[src/rtl/rmii_frame_tx.sv]
// rtl/rmii_frame_tx.sv - RMII transmitter: byte stream to framed txen/txd dibits
//
// Serializes a payload byte stream (dest MAC + src MAC + ethertype + data)
// onto RMII as preamble, SFD, payload, zero pad, optional FCS, then the
// interframe gap. Two bits per clk, LSB dibit first.
//
// Optional feature macro: RMII_TX_FCS_EN (CRC-32 generator and 4-byte FCS).
//
// Parameters:
//   IFG_BYTES   - interframe gap in byte times (4 clk each), >= 1
//   MIN_PAYLOAD - bytes before FCS; shorter frames are zero padded; 0 = no pad
// Ports:
//   clk        - 50 MHz RMII reference clock
//   rst        - synchronous reset, active high
//   data_in    - payload byte
//   valid_in   - data_in / last_in valid
//   last_in    - data_in is the final payload byte
//   ready_out  - byte consumed this cycle when valid_in & ready_out
//   txen, txd  - RMII transmit enable and dibit
//   busy       - high from frame start through end of the gap
//   underrun   - one-cycle pulse: byte needed but valid_in low
module rmii_frame_tx #(
  parameter int IFG_BYTES   = 12,
  parameter int MIN_PAYLOAD = 60
) (
  input  logic       clk,
  input  logic       rst,
  input  logic [7:0] data_in,
  input  logic       valid_in,
  input  logic       last_in,
  output logic       ready_out,
  output logic       txen,
  output logic [1:0] txd,
  output logic       busy,
  output logic       underrun
);

  typedef enum logic [2:0] {
    S_IDLE, S_PRE, S_SFD, S_PAYLOAD, S_PAD, S_FCS, S_IFG
  } state_t;

  // The gap includes the IDLE cycle that samples the next frame's valid_in,
  // so the IFG state itself lasts one cycle less than the full gap.
  localparam logic [15:0] IFG_LAST = 16'(IFG_BYTES * 4 - 2);

  state_t      state;
  logic [1:0]  dcnt;      // dibit index of the byte currently on txd
  logic [5:0]  sh;        // remaining dibits of the current byte
  logic [2:0]  bcnt;      // byte index within preamble / FCS
  logic [15:0] pay_cnt;   // payload + pad bytes sent, saturating
  logic [15:0] ifg_cnt;
  logic        cur_last;  // current payload byte was flagged last

  // Decision taken at the last dibit of a byte: what the next byte is.
  state_t      nb_state;
  logic [7:0]  nb_byte;
  logic        nb_load;
  logic        nb_accept;
  logic        need_pad;

  assign need_pad = (17'(pay_cnt) + 17'd1) <= 17'(MIN_PAYLOAD);
  assign underrun = ready_out & ~valid_in;

`ifdef RMII_TX_FCS_EN
  logic [31:0] crc;
  logic [31:0] fcs;

  assign fcs = ~crc;

  function automatic logic [31:0] crc_byte(input logic [31:0] c, input logic [7:0] b);
    logic [31:0] r;
    r = c ^ {24'h0, b};
    for (int i = 0; i < 8; i++)
      r = r[0] ? ((r >> 1) ^ 32'hEDB88320) : (r >> 1);
    return r;
  endfunction
`endif

  always_comb begin
    nb_state  = state;
    nb_byte   = 8'h00;
    nb_load   = 1'b0;
    nb_accept = 1'b0;
    case (state)
      S_PRE: begin
        nb_load = 1'b1;
        if (bcnt == 3'd6) begin
          nb_state = S_SFD;
          nb_byte  = 8'hD5;
        end else begin
          nb_byte = 8'h55;
        end
      end
      S_SFD, S_PAYLOAD, S_PAD: begin
        if (ready_out) begin
          if (valid_in) begin
            nb_state  = S_PAYLOAD;
            nb_byte   = data_in;
            nb_load   = 1'b1;
            nb_accept = 1'b1;
          end else begin
            nb_state = S_IFG;   // underrun: abandon the frame, no FCS
          end
        end else if (need_pad) begin
          nb_state = S_PAD;
          nb_load  = 1'b1;
        end else begin
`ifdef RMII_TX_FCS_EN
          nb_state = S_FCS;
          nb_byte  = fcs[7:0];
          nb_load  = 1'b1;
`else
          nb_state = S_IFG;
`endif
        end
      end
`ifdef RMII_TX_FCS_EN
      S_FCS: begin
        if (bcnt == 3'd3) begin
          nb_state = S_IFG;
        end else begin
          nb_byte = fcs[{bcnt[1:0] + 2'd1, 3'b000} +: 8];
          nb_load = 1'b1;
        end
      end
`endif
      default: ;
    endcase
  end

  always_ff @(posedge clk) begin
    if (rst) begin
      state     <= S_IDLE;
      dcnt      <= 2'd0;
      sh        <= 6'd0;
      bcnt      <= 3'd0;
      pay_cnt   <= 16'd0;
      ifg_cnt   <= 16'd0;
      cur_last  <= 1'b0;
      txen      <= 1'b0;
      txd       <= 2'b00;
      ready_out <= 1'b0;
      busy      <= 1'b0;
`ifdef RMII_TX_FCS_EN
      crc       <= 32'hFFFFFFFF;
`endif
    end else begin
      case (state)
        S_IDLE: begin
          if (valid_in) begin
            state   <= S_PRE;
            txen    <= 1'b1;
            busy    <= 1'b1;
            txd     <= 2'b01;       // 8'h55 dibit 0
            sh      <= 6'b010101;   // 8'h55 dibits 1..3
            dcnt    <= 2'd0;
            bcnt    <= 3'd0;
            pay_cnt <= 16'd0;
`ifdef RMII_TX_FCS_EN
            crc     <= 32'hFFFFFFFF;
`endif
          end
        end
        S_IFG: begin
          if (ifg_cnt == IFG_LAST) begin
            state <= S_IDLE;
            busy  <= 1'b0;
          end else begin
            ifg_cnt <= ifg_cnt + 16'd1;
          end
        end
        default: begin
          if (dcnt != 2'd3) begin
            dcnt      <= dcnt + 2'd1;
            txd       <= sh[1:0];
            sh        <= {2'b00, sh[5:2]};
            // Request the next byte on dibit 3 so it follows without a bubble.
            ready_out <= (dcnt == 2'd2) &&
                         (state == S_SFD || (state == S_PAYLOAD && !cur_last));
          end else begin
            ready_out <= 1'b0;
            state     <= nb_state;
            bcnt      <= (nb_state == state) ? bcnt + 3'd1 : 3'd0;
            dcnt      <= 2'd0;
            if (nb_accept)
              cur_last <= last_in;
            if (nb_load) begin
              txd <= nb_byte[1:0];
              sh  <= nb_byte[7:2];
              if (nb_state == S_PAYLOAD || nb_state == S_PAD) begin
                if (pay_cnt != 16'hFFFF)
                  pay_cnt <= pay_cnt + 16'd1;
`ifdef RMII_TX_FCS_EN
                crc <= crc_byte(crc, nb_byte);
`endif
              end
            end else begin
              txen    <= 1'b0;
              txd     <= 2'b00;
              ifg_cnt <= 16'd0;
            end
          end
        end
      endcase
    end
  end

endmodule
[config.mk]
export PLATFORM = sky130hd
export DESIGN_NAME = rmii_frame_tx
export DESIGN_NICKNAME = d
export VERILOG_FILES = /design/src/rtl/rmii_frame_tx.sv
export SDC_FILE = /design/constraint.sdc
export NUM_CORES = 1
export LEC_CHECK = 0
export ABC_AREA = 1
export CORE_MARGIN = 2
export CORE_UTILIZATION = 50
export CTS_BUF_LIST = sky130_fd_sc_hd__clkbuf_8
export CTS_CLUSTER_SIZE = 30
export DETAILED_ROUTE_END_ITERATION = 7
export PLACE_DENSITY = 0.68
export REMOVE_ABC_BUFFERS = 1
export SYNTH_ARGS = -nofsm -noshare
export SYNTH_HDL_FRONTEND = slang
export SYNTH_SLANG_ARGS = --single-unit
[constraint.sdc]
create_clock -name clk -period 2.2 [get_ports clk]
set_input_delay 0.55 -clock clk [delete_from_list [all_inputs] [get_ports clk]]
set_output_delay 0.55 -clock clk [all_outputs]
set_load 0.05 [all_outputs]
After elaboration in Yosys (flattened, before gate mapping)
Cells that the tools add are included.
W data, S select, Z words.
{"block": "classes", "n_addsub": 5, "n_bitwise": 6, "n_lt_le_gt_ge": 1, "n_mux": 51, "reduce_logical": 22, "shifts": 0, "div_mod_pow": 0, "eq_ne": 21, "multipliers": 0}
{"cell": "$mux W16", "count": 8}
{"cell": "$pmux W16 S2", "count": 2}
{"cell": "$add A16 B1 Y16 const B", "count": 2}
{"cell": "$mux W3", "count": 9}
{"cell": "$mux W8", "count": 3}
{"cell": "$mux W6", "count": 3}
{"cell": "$pmux W3 S2", "count": 3}
{"cell": "$add A16 B1 Y17 const B", "count": 1}
{"cell": "$le A17 B6 Y1 const B", "count": 1}
{"cell": "$eq A16 B6 Y1 const B", "count": 1}
{"cell": "$ne A16 B16 Y1 const B", "count": 1}
{"cell": "$pmux W8 S2", "count": 1}
{"cell": "$reduce_and A3 Y1", "count": 5}
{"cell": "$eq A3 B3 Y1 const B", "count": 4}
{"cell": "$mux W2", "count": 6}
{"cell": "$pmux W6 S2", "count": 1}
{"cell": "$mux W1", "count": 10}
{"cell": "$eq A3 B2 Y1 const B", "count": 3}
{"cell": "$ne A2 B1 Y1 const B", "count": 4}
{"cell": "$ne A2 B2 Y1 const B", "count": 4}
{"cell": "$pmux W2 S2", "count": 2}
{"cell": "$reduce_and A4 Y1", "count": 2}
{"cell": "$reduce_bool A2 Y1", "count": 4}
{"cell": "$pmux W1 S2", "count": 3}
{"cell": "other kinds (17)", "count": 23}
{"block": "word_totals", "romBits": 0, "mem_bits_rw": 0, "reg_bits": 52, "elab_cells": 117, "n_memories": 0, "latch_bits": 0}

Longest topological paths before layout
Gate-level depths: netlist (run 1).
{"block": "depth", "word_depth": 11, "depth_mapped": 16, "mapped_depth_nobuf": 16}

Worst setup path before layout (run 1)
Ideal clock, no wire load.
{"block": "synth_path", "kind": "flip-flop to flip-flop", "start": "register pay_cnt[1]", "end": "register pay_cnt[0]", "required_ns": 2.086, "slack_ns": 0.151, "t_arrival_ns": 1.935, "path_stages_with_launch": 16, "setup_time_ns": 0.114, "cell_sequence": "dfxtp_1 -> ha_1 -> nand2_1 -> nor2_1 -> nand2_1 -> nand2_1 -> nand2_1 -> nor2_1 -> nand2_1 -> nor2_4 -> nand3_4 -> nand3_2 -> nand3b_4 -> buf_6 -> a21oi_1 -> nor2_1"}
{"block": "synth_between", "elab_chain_cells": 9, "word_cells_on_any_way": 16, "classes_between": "add/sub (1); order compare (1); eq/ne (3); mux (6); reduce/logical (5)"}
{"item": "from (decl)", "line_no": "50", "source": "logic [15:0] pay_cnt;"}
{"item": "from (signal assigned)", "line_no": "192", "source": "pay_cnt <= pay_cnt + 16'd1;"}
{"item": "$add A16 B1 Y17", "line_no": "61", "source": "assign need_pad = (17'(pay_cnt) + 17'd1) <= 17'(MIN_PAYLOAD);"}
{"item": "$le A17 B6 Y1", "line_no": "61"}
{"item": "$mux W2", "line_no": "104", "source": "end else if (need_pad) begin"}
{"item": "$mux W3", "line_no": "95", "source": "if (ready_out) begin"}
{"item": "$pmux W3 S2", "line_no": "84", "source": "case (state)"}
{"item": "$eq A3 B2 Y1 / $eq A3 B3 Y1 (equally long branches)", "line_no": "190", "source": "if (nb_state == S_PAYLOAD || nb_state == S_PAD) begin"}
{"item": "$logic_or A1 B1 Y1", "line_no": "190"}
{"item": "$reduce_bool A2 Y1 (no line)"}
{"item": "$reduce_and A6 Y1 (no line) *"}
Mark *: on every way between the ends. The rest lies on a longest branch, timed or not.
A chain may end at the register's enable or synchronous reset.

Final worst setup path (run 1)
{"block": "layout_path", "start": "register pay_cnt[0]", "end": "register sh[1]"}
{"block": "layout_between", "elab_chain_cells": 7}
{"item": "$add A16 B1 Y17", "line_no": "61"}
{"item": "$le A17 B6 Y1", "line_no": "61"}
{"item": "$mux W1", "line_no": "104"}
{"item": "$mux W1", "line_no": "95"}
{"item": "$pmux W1 S2", "line_no": "84"}
{"item": "$reduce_bool A3 Y1 (no line)"}
{"item": "$reduce_and A3 Y1 (no line)"}
{"item": "to (signal assigned)", "line_no": "176", "source": "sh <= {2'b00, sh[5:2]};"}
{"item": "to (signal assigned)", "line_no": "189", "source": "sh <= nb_byte[7:2];"}
{"item": "to (decl)", "line_no": "48", "source": "logic [5:0] sh;"}
Every way passes these cells.

==> results of run 1 <==
[kinds of logic after synthesis]
family,share of synthesized area [%]
and+or+nand+nor,41.6
AOI/OAI and AO/OA,12.8
buffers and inverters,8.79
DFF,31.0
xor gates and xnor gates,2.87
adders and majority gates,2.98
[stage by stage]
stage,area (µm²),setup slack [ns]
2_1_floorplan,3270,0.138
3_3_place_gp,3700,0.0445
3_5_place_dp,3700,-0.0172
4_1_cts,3800,0.00399
5_1_grt,4130,-0.148
6_report,4130,0.0119
[synth_stat cells (all sizes together)]
library cell    n
a211oi          3
or2             9
a21oi          51
o21a            1
xnor2           2
clkinv          1
o21bai          5
nor2           57
o22ai           1
nor3b           1
nor3            7
ha              8
and2            1
clkbuf          6
buf             7
nand2         137
inv            55
nand3b          3
xor2            9
a32o            2
o211ai          2
nor4            4
dfxtp          52
o21ai          11
nand3          51
a31oi           1
nand4          25
[routing by layer]
layer,vias to the layer above,GRT usage [%],wire (µm)
met4,0,5.48,87
met2,119,39.1,4260
met3,7,3.85,481
li1,1783,-,-
met1,1592,32.0,4250
met5,-,0,0
[layout make-up]
type,count,area (µm²)
Timing Repair Buffer,45,410
Multi-Input combinational cell,393,2260
Tap cell,77,96.3
Clock buffer,5,68.8
Sequential cell,52,1060
Fill cell,604,2290
Clock inverter,3,22.5
Inverter,56,213
[sequential cells by signal, indices dropped and copies added, names as in the netlist]
signal / count
txd: 2
sh: 6
dcnt: 2
state: 3
ready_out: 1
cur_last: 1
ifg_cnt: 16
pay_cnt: 16
busy: 1
txen: 1
bcnt: 3
[cell usage in the layout (no fill, tap or decap), types with 10 or more instances in the layout]
cell type and count:
a21oi_1 43, buf_4 25, clkdlybuf4s50_1 16, dfxtp_1 42, inv_1 50, nand2_1 116
nand2_2 17, nand3_1 44, nand4_1 25, nor2_1 44, o21ai_0 10
[where the power goes]
group	internal [mW]	switching, mW
combinational	0.121	0.244
clock	0.229	0.346
sequential	0.965	0.0156
[worst paths after layout]
check	start	to	slack [ns]	cells after the start
worst max register to register	pay_cnt[0]$_SDFFE_PP0P_	sh[1]$_SDFFE_PP0P_	0.01	13
worst min-delay path	sh[5]$_SDFFE_PP0P_	sh[5]$_SDFFE_PP0P_	0.47	2
worst min register to register	sh[5]$_SDFFE_PP0P_	sh[5]$_SDFFE_PP0P_	0.47	2
worst max-delay path	pay_cnt[0]$_SDFFE_PP0P_	sh[1]$_SDFFE_PP0P_	0.01	13
[repair_timing]
action / CTS / global route
cloned: 0 / 2
setup buffers: 0 / 8
pin swaps: 0 / 25
hold buffers: 0 / 0
resized for setup: 3 / 64
endpoints found under the setup margin: 16 / 42
[worst max-delay path, cell delays in order, from the launching register on]
cell	delay, ns
dfxtp_2	0.36
buf_4	0.13
inv_2	0.06
nor2_4	0.18
buf_4	0.15
nand4_1	0.11
nand2_2	0.13
nand3_4	0.09
nor2_4	0.13
nand3_4	0.18
nand4_1	0.22
nand2_2	0.13
o21bai_1	0.16
nor2_1	0.06
==> out/results.txt, run 1 <==
The wire length of the first global-routing pass is 14300 µm, and the worst-case headroom to the max-slew limit is 65.7%. The number of detailed-route iterations in the first pass was 6; the standard-cell row count was 29. 0 antenna diodes ended up in the layout. Counting every instance in the synthesized netlist gives 512. Detailed placement finished with a half-perimeter wire length of 6280 µm.

The core region is 6420 µm². The number of slew-limit violations in the final report came out at 0. Average wire length per cell after detail routing: 14.4 µm. Total CTS buffers: 5. Yosys printed 0 warnings.

The run gives 0.00763 ns as the setup clock skew after layout. The worst-case IR drop observed on VDD is 329 µV. The fraction of the cycle the final worst path needs was 99.5%; the total die area was 7390 µm². Summed over all cells, the static leakage comes to 1.65 nW.

The number of global-route vias before repair is 3049, and the final setup TNS is 0 ns. The tools report the post-detailed-route count of antenna-violating nets as 0. The share of post-route cells with drive strength above 1 is 21.1%. The clock-pin slew on the worst setup and hold paths is 0.10 ns. After layout, the minimum clock period comes to 2.19 ns. In the post-synthesis netlist, the biggest area contributors are dfxtp_1 31%, nand2_1 15%, a21oi_1 7.6%, nand3_1 7.2%, inv_1 5.7%. Final hold violation count: 0. Counting distinct cell types in the post-synthesis netlist gives 40. TritonCTS built the clock tree. The clock network latency to the later pin of the worst-skew pair is 0.32 ns, and the maximum number of pins on one net before global-route repair is 28.

The mapped netlist covers 3360 µm². The congestion estimate from routability-driven global placement came to 1.01. Using the TritonRoute via totals, the vias-per-cell ratio works out to 5.55.

Worst-case hold slack: 0.474 ns. Setup repair after global routing could not meet its margin everywhere. The min-delay analysis places its worst path in the category flip-flop to flip-flop. The register bit total from synthesis is 52, and the maximum fanout along the worst path is 6.

For the number of cells in the finished layout apart from fillers, the log shows 631. Summed over all instances, the cell type with the most area after synthesis is dfxtp_1. For the number of failing setup endpoints in the final timing report, the log shows 0. Once layout is complete, the utilization of the core stands at 64.4%.

The overall power of the completed layout was 1.92 mW; the starting density of the core was 52.3%. Sequential cells were found to cover 31.0% of the synthesized design area. The share of synthesized area in the top cell type comes to 31.0%. The logs give 0.457 GHz for the highest clock frequency the design can meet and 0 for the residual overflow from global routing. The library cell used as clock root buffer was clkbuf_8. For this run, the post-layout net count is 573. 18 I/O pins were placed.

The area added between synthesis and finish is 23.1%, and the total global routing track utilization is 23.6%. The number of sinks on the clock net is 52, and the maximum number of buffers from clock root to sink is 2. The run finished with clean final reports. The mean post-synth cell area is 6.56 µm², and the actual slew at the worst max-slew pin is 0.513 ns. Data arrives at the worst endpoint at 2.41 ns.

The die span in y was 86.0 µm; the number of antenna violations at the first check in global routing was 0. The worst setup path is captured at a flip-flop. The number of instances in the placed design is 613. Quantity of I/O buffers inserted on ports: 17. The total wire length after detailed routing came out at 9080 µm. The required time of the critical path is 2.42 ns.

STA classifies the critical path startpoint as a flip-flop. The tools report the starting DRC count in detailed routing as 318. The critical setup path kind was flip-flop to flip-flop. In this run the power density over the cells is 464 nW/µm². The number of maximum-capacitance violations came out at 0. The clock tree synthesis step divided the H-tree into 2 levels.

The post-route DRC violation count is 0, and the vias after detailed routing is 3501. The x dimension of the die works out to 86.0 µm.
Power figures use the tool's default switching activity.
==> run 2, diff against run 1 <==
==> constraint.sdc (replaced) <==
create_clock -name clk -period 2.2 [get_ports clk]
set_input_delay 0.44 -clock clk [delete_from_list [all_inputs] [get_ports clk]]
set_output_delay 0.44 -clock clk [all_outputs]
set_load 0.05 [all_outputs]
==> run 2 against run 1 <==
Net effect:
- register-to-register slack gained 0.02 ns
- cell area shrank 1.7%
- first-iteration DRC count shrank 18%
- routed wire length shrank 2.1%
- core utilization shrank 1.1 points
- setup slack gained 0.017 ns
- sequential share of layout area grew 0.36 points
- cell count shrank 0.63%
- global-route usage shrank 0.39 points
- largest power group unchanged
- highest routed layer unchanged
==> out/results.txt, run 2 (synthesis results as in run 1) <==
The logs give 52.3% (unchanged) for the starting density of the core and 3106 (+1.9%) for the number of global-route vias before repair. The logs give 51.8% (+0.8 points) for the part of the power in registers and 8890 µm (-2.1%) for the total wire length after detailed routing. The tools report the critical path endpoint as pay_cnt[11]$_SDFFE_PP0P_.

For the maximum number of pins on one net before global-route repair, the log shows 29 (+3.6%). The number of detailed-route iterations in the first pass was 5 (-1); the actual slew at the worst max-slew pin was 0.513 ns (-0.000644 ns). For the number of slew-limit violations in the final report, the log shows 0 (unchanged). The tools report the top-level port count as 18 (unchanged). Leaving out fill and tap cells, the most frequent cells in the layout are 120 x nand2_1, 51 x inv_1, 44 x a21oi_1. The cell count of the worst hold path is 2 (unchanged), and the total power density per cell area is 466 nW/µm² (+0.31%). The total CTS buffers came out at 5 (unchanged).

Setup repair after global routing could not meet its margin everywhere. The fraction of the cycle the final worst path needs was 98.7% (-0.79 points). The tools report the setup slack of the critical path after layout as 0.0293 ns (+0.0174 ns). Clock tree synthesis selected as its root buffer the cell clkbuf_8. The x dimension of the die is 86.0 µm (unchanged). The largest registers in the layout are ifg_cnt: 16 flops, pay_cnt: 16 flops, sh: 6 flops. The number of antenna violations at the first check in global routing was 0 (unchanged).

The worst setup path is of the flip-flop to flip-flop kind. For the data arrival at the endpoint of the critical path, the log shows 2.35 ns (-0.06 ns). STA classifies the critical path startpoint as a flip-flop. The logs give 611 (-0.33%) for the number of instances in the placed design and 0 (unchanged) for the number of maximum-capacitance violations. For the highest clock frequency the design can meet, the log shows 0.461 GHz (+0.80%). The tools report the post-route DRC violation count as 0 (unchanged).

The starting DRC count in detailed routing is 260 (-18%), and the post-detailed-route count of antenna-violating nets is 0 (unchanged). Worst-case headroom to the max-slew limit: 65.7% (about the same). Shortest period the worst path allows: 2.17 ns (-0.0174 ns). The ratio of routed vias to standard cells came out at 5.59 (+0.78%). The clock network latency to the later pin of the worst-skew pair is 0.31 ns (about the same). The H-tree depth reported by CTS came out at 2 (unchanged).

The flow ran to the end, and the final reports show no timing, DRC or antenna violations. The critical path starts at pay_cnt[7]$_SDFFE_PP0P_. The maximum number of buffers from clock root to sink came out at 2 (unchanged). In this run the critical register-to-register path is launched from pay_cnt[7]$_SDFFE_PP0P_.

Setup slack on the worst flop-to-flop path: 0.03 ns (+0.02 ns). The tools report the required time of the critical path as 2.38 ns (-0.04 ns). The tools report the setup clock skew after layout as 0.0136 ns (+0.00592 ns). For the number of cells in the finished layout apart from fillers, the log shows 627 (-0.63%). The vias after detailed routing came out at 3506 (+0.14%). The logs give 569 (-0.70%) for the count of nets after finishing and 0 (unchanged) for the final antenna diode count. The sum of buffers and inverters on the critical path was 0 (-3); the number of failing setup endpoints in the final timing report was 0 (unchanged). The power share of the clock group is 29.5% (-0.4 points). The total die area is 7390 µm² (unchanged), and the number of sinks on the clock net is 52 (unchanged).

The final design instance area without fill came out at 4060 µm² (-1.7%). The tools report the wire length of the first global-routing pass as 14100 µm (-1.3%). Placed instance area: 3690 µm² (-0.41%).

The library cell appearing most often on the critical path was nand2_1. The die span in y was 86.0 µm (unchanged). The min-delay analysis places its worst path in the category flip-flop to flip-flop. In this design, the largest share of critical-path delay is due to simple AND/OR/NAND/NOR gates.

The cell depth of the worst setup path was 13 (unchanged); the cell leakage power was 1.62 nW (-1.6%). The routability-driven placement congestion ratio is 0.970 (-4.3%), and the placement-stage worst setup slack is -0.0525 ns (-0.0353 ns). Biggest cell delay along the critical path: 0.39 ns (+0.03 ns).

Quantity of I/O buffers inserted on ports: 17 (unchanged). The overall power of the completed layout was 1.89 mW (-1.4%); the final hold violation count was 0 (unchanged). The total half-perimeter wirelength after legalization and detailed placement was 6210 µm (-1.2%). The number of filler cells placed in the layout was 596 (-1.3%); the maximum fanout along the worst path was 8 (+2). The run gives 0.473 ns (-0.00114 ns) as the worst-case hold slack.

The tools report the part of the power in combinational logic as 18.7% (-0.3 points). The worst supply voltage drop on vdd was 343 µV (+4.2%); the clock-pin slew on the worst setup and hold paths was 0.10 ns (about the same). The signal on the critical path passes through nand2_1 > nor2_2 > nand3_1 > nand2_1 > nand2_1 > nor2_1 > nand2_1 > nor2_4 > nand3_4 > nand3_4 > nand3b_4 > nand2_1 > a21oi_1. The worst register-to-register path ends at pay_cnt[11]$_SDFFE_PP0P_. The tools report the switching power as 586 µW (-3.2%). The slowest stage of the critical path belongs to the cell dfxtp_2.

The residual overflow from global routing is 0 (unchanged). The average wire length per cell after detail routing was 14.2 µm (-1.4%); the area added between synthesis and finish was 21.0%. Internal power: 1.31 mW (-0.59%). The worst setup path is captured at a flip-flop.

The switching part of the total power is 31.0% (-0.58 points), and the share of post-route cells with drive strength above 1 is 19.8% (-1.3 points). The library cell used most frequently in the layout, excluding fill and tap cells, is nand2_1. Area of the core: 6420 µm² (unchanged). TritonCTS built the clock tree. The standard-cell row count is 29 (unchanged), and the total global routing track utilization is 23.2% (-0.39 points). The depth of the worst register-to-register path is 13 (unchanged).
run 2: worst min path at each step:
stage	start	endpoint	slack, ns
after detailed placement	sh[5]$_SDFFE_PP0P_	sh[5]$_SDFFE_PP0P_	0.46
after global placement	busy$_SDFFE_PP0P_	busy$_SDFFE_PP0P_	0.45
after floorplan	sh[5]$_SDFFE_PP0P_	sh[5]$_SDFFE_PP0P_	0.44
final	txd[1]$_SDFFE_PP0P_	txd[1]$_SDFFE_PP0P_	0.47
after global routing	sh[5]$_SDFFE_PP0P_	sh[5]$_SDFFE_PP0P_	0.51
after CTS	sh[5]$_SDFFE_PP0P_	sh[5]$_SDFFE_PP0P_	0.48
run 2: per-stage QoR:
step	setup TNS, ns	util [%]
after floorplan	0	-
after global placement	0	57.4
after detailed placement	-0.412	57.4
after CTS	0	58.9
after global routing	-1.38	63.3
final	0	63.3
run 2: area by class of cell:
cell class	count	area, µm²	area share, %
clock buffer	5	68.8	1.69
clock inverter	3	17.5	0.431
inverter	56	211	5.20
multi-input combinational	392	2230	54.9
sequential	52	1050	26.0
tap	77	96.3	2.37
timing repair buffer	42	383	9.42
run 2: metal layers:
metal | wire (µm) | vias to the layer above | global-route usage [%] | share of wire [%]
li1 | - | 1778 | - | -
met1 | 4080 | 1598 | 31.9 | 46
met2 | 4140 | 109 | 36.4 | 47
met3 | 485 | 21 | 4.14 | 5.5
met4 | 190 | 0 | 8.08 | 2.1
met5 | 0 | - | 0 | 0
run 2: worst register-to-register path, stage by stage, from the launching register on:
cell and delay (ns):
dfxtp_2 0.39, nand2_1 0.12, nor2_2 0.21, nand3_1 0.13, nand2_1 0.09, nand2_1 0.08, nor2_1 0.09, nand2_1 0.10
nor2_4 0.15, nand3_4 0.20, nand3_4 0.16, nand3b_4 0.17, nand2_1 0.11, a21oi_1 0.06
run 2: power groups by stage:
stage               Sequential, mW  Combinational (mW)  Clock (mW)
finish                       0.981               0.354       0.558
global route                 0.985               0.389       0.612
CTS                          0.982               0.320       0.574
detailed placement            1.00               0.319           0
global placement              1.00               0.316           0
floorplan                     1.03               0.175           0
run 2: repair_timing:
| action | in CTS | in global routing |
|---|---|---|
| pin swaps | 0 | 19 |
| resized for setup | 2 | 60 |
| gates cloned | 0 | 1 |
| buffers inserted | 0 | 7 |
| setup endpoints to repair | 16 | 42 |
| hold buffers | 0 | 0 |
==> run 3, diff against run 2 <==
--- a/config.mk
+++ b/config.mk
@@ -15,2 +15,4 @@
 export REMOVE_ABC_BUFFERS = 1
+export SKIP_LAST_GASP = 1
+export SLEW_MARGIN = 15
 export SYNTH_ARGS = -nofsm -noshare
==> constraint.sdc (replaced) <==
create_clock -name clk -period 2.2 [get_ports clk]
set_input_delay 0.55 -clock clk [delete_from_list [all_inputs] [get_ports clk]]
set_output_delay 0.55 -clock clk [all_outputs]
set_load 0.05 [all_outputs]
==> run 3 against run 2 <==
Net effect:
- largest power group unchanged
- core utilization is 0.94 points higher
- setup slack worse by 0.026 ns
- clock skew is 0.0066 ns lower
- cell area is 1.5% higher
- critical endpoint is now sh[1]$_SDFFE_PP0P_
- clock power is 3% higher
- cell count is 0.64% higher
- routed wire length is 1.9% higher
- largest cell class unchanged
==> out/results.txt, run 3 (synthesis results as in run 1) <==
The run finished with clean final reports. Number of sinks on the clock net: 52 (unchanged). The die span in y is 86.0 µm (unchanged), and the final design instance area without fill is 4120 µm² (+1.5%).

The clock-pin slew on the worst setup and hold paths works out to 0.10 ns (about the same). The placed instance area is 3700 µm² (+0.41%). For the part of the power in combinational logic, the log shows 19.0% (+0.3 points). TritonCTS built the clock tree. The tools report the setup slack of the critical path after layout as 0.00376 ns (-0.0255 ns). The switching part of the total power came out at 31.4% (+0.47 points). The required time of the critical path is 2.42 ns (+0.04 ns). The worst-case headroom to the max-slew limit was 65.7% (about the same); the combined area of the multi-input logic cells was 2250 µm² (+1.0%).

The number of slew-limit violations in the final report was 0 (unchanged). The final antenna diode count is 0 (unchanged), and the number of antenna violations at the first check in global routing is 0 (unchanged). Vias after detailed routing: 3542 (+1.0%).

The endpoint class of the critical path was a flip-flop. The logs give 0 (unchanged) for the post-route DRC violation count and 328 µV (-4.4%) for the worst supply voltage drop on vdd. The tools report the total wire length after detailed routing as 9060 µm (+1.9%). Setup repair after global routing could not meet its margin everywhere. The power share of the clock group came out at 29.9% (+0.4 points). The top-level port count was 18 (unchanged); the quantity of I/O buffers inserted on ports was 17 (unchanged). The run gives 602 µW (+2.8%) as the switching power.

For the part of the power in registers, the log shows 51.1% (-0.7 points). The clock network latency to the later pin of the worst-skew pair is 0.32 ns (about the same). The actual slew at the worst max-slew pin is 0.512 ns (-0.000361 ns), and the area added between synthesis and finish is 22.8%. The standard-cell row count was 29 (unchanged).

The routability-driven placement congestion ratio is 1.01 (+4.5%). The tightest min-delay check is of the flip-flop to flip-flop type. Leaving out fill and tap cells, the most frequent cell in the layout is nand2_1. The tools report the library cell used as clock root buffer as clkbuf_8. The shortest period the worst path allows came out at 2.20 ns (+0.0255 ns). The ratio of routed vias to standard cells was 5.61 (+0.39%). The placement-stage worst setup slack came out at -0.0172 ns (+0.0353 ns). For the number of filler cells placed in the layout, the log shows 601 (+0.84%).

The critical setup path kind was flip-flop to flip-flop. The area of the core is 6420 µm² (unchanged). The total CTS buffers is 5 (unchanged), and the maximum fanout along the worst path is 6 (-2). The run gives 1.65 nW (+1.7%) as the cell leakage power. The average wire length per cell after detail routing is 14.4 µm (+1.2%), and the x dimension of the die is 86.0 µm (unchanged). Total die area: 7390 µm² (unchanged).

The run gives 14300 µm (+1.3%) as the wire length of the first global-routing pass. The fraction of the cycle the final worst path needs was 99.8% (+1.2 points); the post-detailed-route count of antenna-violating nets was 0 (unchanged). The internal power was 1.31 mW (+0.58%). The count of nets after finishing came out at 573 (+0.70%). The run gives 0 (unchanged) as the final hold violation count. The final setup TNS is 0 ns (unchanged), and the post-layout utilization of the core is 64.2% (+0.94 points). The logs give 28 (-3.4%) for the maximum number of pins on one net before global-route repair and 0 (unchanged) for the number of maximum-capacitance violations.

The run gives 0 (unchanged) as the number of failing setup endpoints in the final timing report. The H-tree depth reported by CTS was 2 (unchanged); the starting DRC count in detailed routing was 352 (+35%). For the maximum number of buffers from clock root to sink, the log shows 2 (unchanged).

The number of cells in the finished layout apart from fillers was 631 (+0.64%); the setup clock skew after layout was 0.00700 ns (-0.00655 ns). The number of detailed-route iterations in the first pass is 5 (unchanged). The total half-perimeter wirelength after legalization and detailed placement is 6280 µm (+1.2%), and the highest clock frequency the design can meet is 0.455 GHz (-1.2%). The tools report the residual overflow from global routing as 0 (unchanged).

The kind of start point of the critical path was a flip-flop. The total global routing track utilization is 23.6% (+0.39 points), and the number of instances in the placed design is 613 (+0.33%). The run gives 3049 (-1.8%) as the number of global-route vias before repair. The top cell types in the final layout, fill and taps aside, are 116 x nand2_1, 50 x inv_1, 46 x a21oi_1.

In the final layout, the registers with the most flip-flops are ifg_cnt: 16 flops, pay_cnt: 16 flops, sh: 6 flops. The data arrival at the endpoint of the critical path was 2.42 ns (+0.07 ns); the total power density per cell area was 465 nW/µm² (-0.21%). The starting density of the core was 52.3% (unchanged). The area occupied by registers is 1060 µm² (+0.36%), and the hold buffer count at CTS is 0 (unchanged). The share of post-route cells with drive strength above 1 is 20.6% (+0.76 points).
==> run 3: changes by cell type in the layout (fill, tap and decap cells not counted), sizes merged <==
cell   change
buf        +3
nand2      +1
==> run 3: repair_timing <==
action / in CTS / in global routing
setup buffers: 0 / 8
gates resized for setup: 3 / 61
cloned: 0 / 2
pin swaps: 0 / 25
setup endpoints to repair: 16 / 42
==> run 3: power by group through the flow <==
| stage | clock (mW) | combinational [mW] | sequential, mW |
|---|---|---|---|
| after floorplan | 0 | 0.175 | 1.03 |
| after global placement | 0 | 0.320 | 1.00 |
| after detailed placement | 0 | 0.325 | 1.00 |
| after CTS | 0.595 | 0.326 | 0.983 |
| after global routing | 0.622 | 0.400 | 0.983 |
| final | 0.573 | 0.364 | 0.980 |
==> run 3: layout make-up <==
cell class	instances	area share, %
clock buffers	5	1.67
well taps	77	2.34
flip-flops and latches	52	25.7
inverters	56	5.16
multi-input cells	393	54.7
repair buffers	45	9.95
clock inverters	3	0.546
==> run 3: routing by layer <==
metal	wire (µm)	track usage [%]	vias to the layer above	part of all wire, %
li1	-	-	1782	-
met1	4120	32.0	1605	45
met2	4270	39.1	140	47
met3	549	3.85	15	6.1
met4	122	5.48	0	1.3
met5	0	0	-	0
==> run 3: path summary, 6_finish.rpt <==
kind	endpoint	start	cells past startpoint	slack, ns
max	sh[1]$_SDFFE_PP0P_	pay_cnt[0]$_SDFFE_PP0P_	13	0.004
min reg2reg	sh[5]$_SDFFE_PP0P_	sh[5]$_SDFFE_PP0P_	2	0.48
max reg2reg	sh[1]$_SDFFE_PP0P_	pay_cnt[0]$_SDFFE_PP0P_	13	0.004
min	sh[5]$_SDFFE_PP0P_	sh[5]$_SDFFE_PP0P_	2	0.48
==> run 3: through the flow <==
stage          hold slack [ns]  power (mW)
4_1_cts                  0.474        1.90
5_1_grt                  0.492        2.01
6_report                 0.478        1.92
2_1_floorplan            0.435        1.21
3_5_place_dp             0.458        1.33
3_3_place_gp             0.454        1.32
==> run 3: worst max-delay path: stages, from the launching register on <==
cell      delay (ns)
dfxtp_2         0.36
buf_4           0.13
inv_2           0.06
nor2_4          0.18
buf_4           0.15
nand4_1         0.11
nand2_2         0.13
nand3_4         0.09
nor2_4          0.13
nand3_4         0.18
nand4_1         0.23
nand2_2         0.13
o21bai_1        0.16
nor2_1          0.07
